==> config.mk <==
export PLATFORM = sky130hd
export DESIGN_NAME = fetch_seq
export DESIGN_NICKNAME = d
export VERILOG_FILES = /design/src/rtl/fetch_seq.sv
export SDC_FILE = /design/constraint.sdc
export NUM_CORES = 1
export LEC_CHECK = 0
export BUFFER_PORTS_ARGS = -buffer_cell sky130_fd_sc_hd__buf_4
export CAP_MARGIN = 20
export CORE_ASPECT_RATIO = 2
export CORE_MARGIN = 2
export CORE_UTILIZATION = 41
export CTS_BUF_LIST = sky130_fd_sc_hd__clkbuf_16
export DETAILED_ROUTE_END_ITERATION = 10
export PLACE_DENSITY_LB_ADDON = 0.2
export SLEW_MARGIN = 20
export SYNTH_ARGS = -nofsm -noshare
export SYNTH_HDL_FRONTEND = slang
export SYNTH_SLANG_ARGS = --single-unit
==> constraint.sdc <==
create_clock -name clk -period 1.5 [get_ports clk]
set_input_delay 0.3 -clock clk [delete_from_list [all_inputs] [get_ports clk]]
set_output_delay 0.3 -clock clk [all_outputs]
set_load 0.05 [all_outputs]
==> src/rtl/fetch_seq.sv <==
// Instruction fetch sequencer: reads the PC, fetches from instruction memory,
// and hands each instruction to decode. Optional MEMRD timeout: FETCH_SEQ_TIMEOUT_EN.
module fetch_seq (
  input  logic        clk,
  input  logic        rst,
  input  logic        fetch_en,
  output logic        re_PC,
  output logic        wr_PC,
  output logic        PCinc,
  output logic [17:0] PCin,
  input  logic [17:0] PCout,
  output logic        mem_rd,
  output logic [17:0] mem_addr,
  input  logic        mem_ack,
  input  logic [17:0] mem_data,
  output logic [17:0] instr,
  output logic        instr_valid,
  input  logic        instr_ready,
  input  logic        br_req,
  input  logic [17:0] br_target,
  output logic        busy,
`ifdef FETCH_SEQ_TIMEOUT_EN
  output logic        fetch_err,
`endif
  output logic [2:0]  state_dbg
);

  localparam logic [2:0] IDLE   = 3'd0;
  localparam logic [2:0] READPC = 3'd1;
  localparam logic [2:0] WAITPC = 3'd2;
  localparam logic [2:0] MEMRD  = 3'd3;
  localparam logic [2:0] HOLD   = 3'd4;
  localparam logic [2:0] INC    = 3'd5;
  localparam logic [2:0] BRANCH = 3'd6;

  logic [2:0]  state_q, state_d;
  logic        pend_q;
  logic [17:0] tgt_q;
  logic [17:0] addr_q;
  logic [17:0] instr_q;
  logic        br_pend;
  logic        tmo;

  // A request arriving this cycle counts as pending for this cycle's decision.
  assign br_pend = pend_q | br_req;

`ifdef FETCH_SEQ_TIMEOUT_EN
  logic [7:0] cnt_q;

  always_ff @(posedge clk or negedge rst) begin
    if (!rst)                 cnt_q <= 8'd0;
    else if (state_q == MEMRD) cnt_q <= cnt_q + 8'd1;
    else                      cnt_q <= 8'd0;
  end

  // 255 MEMRD cycles have elapsed without an acknowledge.
  assign tmo       = (state_q == MEMRD) && (cnt_q == 8'hFF);
  assign fetch_err = tmo;
`else
  assign tmo = 1'b0;
`endif

  always_comb begin
    state_d = state_q;
    case (state_q)
      IDLE:   if (fetch_en) state_d = READPC;
      READPC: state_d = WAITPC;
      WAITPC: state_d = br_pend ? BRANCH : MEMRD;
      MEMRD: begin
        if (tmo)          state_d = br_pend ? BRANCH : READPC;
        else if (mem_ack) state_d = br_pend ? BRANCH : HOLD;
      end
      // Handshake: a transfer happens on any edge where instr_valid & instr_ready;
      // instr_valid never drops before that except when a redirect discards it.
      HOLD: begin
        if (br_pend)          state_d = BRANCH;
        else if (instr_ready) state_d = INC;
      end
      INC: begin
        if (br_pend)        state_d = BRANCH;
        else if (fetch_en)  state_d = READPC;
        else                state_d = IDLE;
      end
      BRANCH:  state_d = br_req ? BRANCH : READPC;
      default: state_d = IDLE;
    endcase
  end

  always_ff @(posedge clk or negedge rst) begin
    if (!rst) begin
      state_q <= IDLE;
      pend_q  <= 1'b0;
      tgt_q   <= 18'd0;
      addr_q  <= 18'd0;
      instr_q <= 18'd0;
    end else begin
      state_q <= state_d;
      if (br_req) begin
        pend_q <= 1'b1;
        tgt_q  <= br_target;
      end else if (state_q == BRANCH) begin
        pend_q <= 1'b0;
      end
      if (state_q == WAITPC) addr_q <= PCout;
      if (state_q == MEMRD && mem_ack && !br_pend && !tmo) instr_q <= mem_data;
    end
  end

  assign re_PC       = (state_q == READPC);
  assign wr_PC       = (state_q == BRANCH);
  assign PCinc       = (state_q == INC);
  assign PCin        = tgt_q;
  assign mem_rd      = (state_q == MEMRD) && !tmo;
  assign mem_addr    = addr_q;
  assign instr       = instr_q;
  assign instr_valid = (state_q == HOLD);
  assign busy        = (state_q != IDLE);
  assign state_dbg   = state_q;

endmodule

==> flow_summary.ini <==
[sta]
period_needed_ns = 1.69
setup_ws_ns = -0.195
period_share = 1.13
hold_viol = 0
slew_violations = 0
rsz0062_at_grt = true
setup_viol = 8
clock.fmax_mhz = 590
tightest_slew_ns = 0.423
skew_ns = 0.00367
holdWs_ns = 0.201
slew-limit-headroom = 0.718

[detailed_routing]
drc = 0
post_drt_wl_per_cell_um = 16.5
antenna_left = 0
num_vias = 1851
drtPass1Iterations = 4
routed_wl_um = 5970
viasPerCell = 5.10
drt_iter0_drc = 39

[synth]
synthFlopType = dfrtp_1
seq_area_frac_synth = 0.603
synth_area_leaders = dfrtp_1 60%, mux2_2 16%, mux2_4 12%, buf_6 0.94%, nand4_4 0.88%
synth-adder-area-share = 0
async_flop_share = 1.00
synth_top_area_frac = 0.603
synth-simple-area-share = 0.0426
synth_enable_flop_cells = 0
synthMuxAreaShare = 0.284
synth_top_family_by_area = multiplexers
synth_cell_types = 29
synth_top_area_cell = dfrtp_1
synth_xor_area_frac = 0
synth_compound_gate_area_share = 0.0405
ys_warn_count = 0
postSynthCellCount = 153
ys_ff_latch = 58
synth_area_per_cell_um2 = 15.7
syn_area_um2 = 2410
syn_nets = 213

[cts]
root_buffer = clkbuf_16
htree_levels = 3
insertion_delay_ns = 0.32
cts_buffers = 9
clk_path_buf_depth = 2
clock-sinks = 58
cts_tree = done
cts.clk_slew.worst_paths_ns = 0.05

[layout]
final_nets = 357
area_growth_pct = 64.2
nFillCells = 438
antenna-diode-count = 0
post_layout_nonfiller_instances = 363
drive_gt1_frac = 0.738

[grt]
grt_usage = 0.194
antenna_found_initial = 0
grt_pass1_vias = 1977
gr-total-overflow = 0
grt_start_max_net_pins = 32
grt_pass1_wl_um = 9270

[floorplanning]
ios = 123
die_area_um2 = 6540
core_area_um2 = 5710
start_util = 0.422
fp-row-count = 39
die_height_um = 112
die_w_um = 58.2

[critical_path]
crit_slowest_cell = dfrtp_4
cpPeakStageDelay_ns = 0.51
worstSetupPathType = reg -> out
required_ns = 1.20
cp.arrival_ns = 1.39
crit_family = flip-flops
path_buf_inv = 1
crit_chain = or3_4 > buf_8
end_kind = output pin
path_max_fanout = 5
crit_path_start_kind = flip-flop

[placed_design]
portBuffers = 122
gp_congestion = 0.852
hpwl_um = 4330
post-place-cells = 341

[flow_run]
drv_cap = 0

[power]
swShare = 0.430
p_int_w = 0.00547
power.density_nw_per_um2 = 2430
combPwrFrac = 0.541
p_seq_frac = 0.257
power_switching_w = 0.00413
peakVddDrop_mv = 1.95
pwr-share-clk = 0.202
p_leak_nw = 1.99

[run_status]
status = finished with violations
violations = setup timing

[worst_hold_path]
min_path_type = in -> reg
[timing repair]
action	in CTS	in global routing
hold buffers	1	0
gates cloned	0	1
setup endpoints to repair	8	31
gates resized for setup	14	3
buffers inserted	6	0
endpoints found under the hold margin	29	0
pin swaps	4	3
[cell families after synthesis]
kind of cell / after synthesis
buffers and inverters: 11
DFF: 58
and+or+nand+nor: 16
AOI/OAI and AO/OA: 14
muxes: 54
[worst paths after layout]
check,to,slack [ns],cells after the start,start
max in group asynchronous,mem_addr[14]$_DFFE_PN0N_,0.59,3,rst
min,instr[12]$_DFFE_PN0P_,0.20,2,mem_data[12]
min reg2reg,PCin[3]$_DFFE_PN0P_,0.50,1,PCin[3]$_DFFE_PN0P_
min in group asynchronous,mem_addr[1]$_DFFE_PN0N_,0.46,2,rst
max reg2reg,state_dbg[1]$_DFFE_PN0P_,-0.03,5,state_dbg[2]$_DFFE_PN0P_
max,busy,-0.19,2,state_dbg[2]$_DFFE_PN0P_
[placed cells by master, fill, tap and decap left out, drive strengths merged, types with 2 or more instances in the layout]
master	instances
and3	2
a21oi	2
clkinv	3
nor3	4
clkbuf	10
mux2	54
nor2	3
nand2b	2
buf	139
nand2	2
clkinvlp	2
inv	4
o21ai	3
dfrtp	58
[state kept, by name (all words and copies together), names as in the netlist]
| register | cells |
|---|---|
| PCin | 18 |
| instr | 18 |
| state_dbg | 3 |
| mem_addr | 18 |
| pend_q | 1 |
[power by group through the flow]
stage | Sequential, W | Clock, W | Combinational, W
after CTS | 0.00247 | 0.00200 | 0.00511
after detailed placement | 0.00251 | 0 | 0.00487
after global placement | 0.00249 | 0 | 0.00484
after global routing | 0.00253 | 0.00204 | 0.00541
after floorplan | 0.00430 | 0 | 0.00163
final | 0.00247 | 0.00194 | 0.00520
[worst reg2reg max path: stages (launching register included)]
cell	delay [ns]
dfrtp_4	0.51
or3_4	0.40
buf_4	0.16
o22ai_4	0.15
a21o_1	0.13
o21ai_1	0.07
[cell type report]
type                       instances  area [um^2]  share of cell area
clock buffer                       9          225              0.0570
clock inverter                     7         61.3              0.0155
inverter                           3         21.3             0.00538
multi-input combinational         84          953               0.241
sequential                        58         1460               0.369
tap                               61         76.3              0.0193
timing repair buffer             141         1160               0.293
[metrics by stage]
stage                     TNS, ns  instance area (um^2)   util  setup WS, ns  total power [W]
after floorplan             -2.61                  2480      -        -0.124          0.00594
after global placement          0                  3540  0.620        0.0507          0.00734
after detailed placement        0                  3540  0.620        0.0454          0.00738
after CTS                  -0.928                  3920  0.686        -0.199          0.00958
after global routing        -1.74                  3950  0.692        -0.205          0.00999
final                      -0.793                  3950  0.692        -0.195          0.00961
[metal layers]
metal / track usage / part of all wire / vias up
met3: 0.0668 / 0.076 / 16
li1: - / - / 838
met1: 0.195 / 0.33 / 898
met5: 0 / 0 / -
met2: 0.332 / 0.56 / 99
met4: 0.115 / 0.033 / 0
[Yosys cell counts (2+ instances only)]
| cell | number |
|---|---|
| mux2_2 | 34 |
| mux2_4 | 20 |
| nand2b_1 | 2 |
| o21ai_0 | 3 |
| nor2_1 | 2 |
| nand2_1 | 2 |
| buf_2 | 4 |
| buf_6 | 2 |
| dfrtp_1 | 58 |
| inv_2 | 2 |
| and3_1 | 2 |
| nor3_1 | 4 |
| a21oi_1 | 2 |
Power figures use the tool's default switching activity.
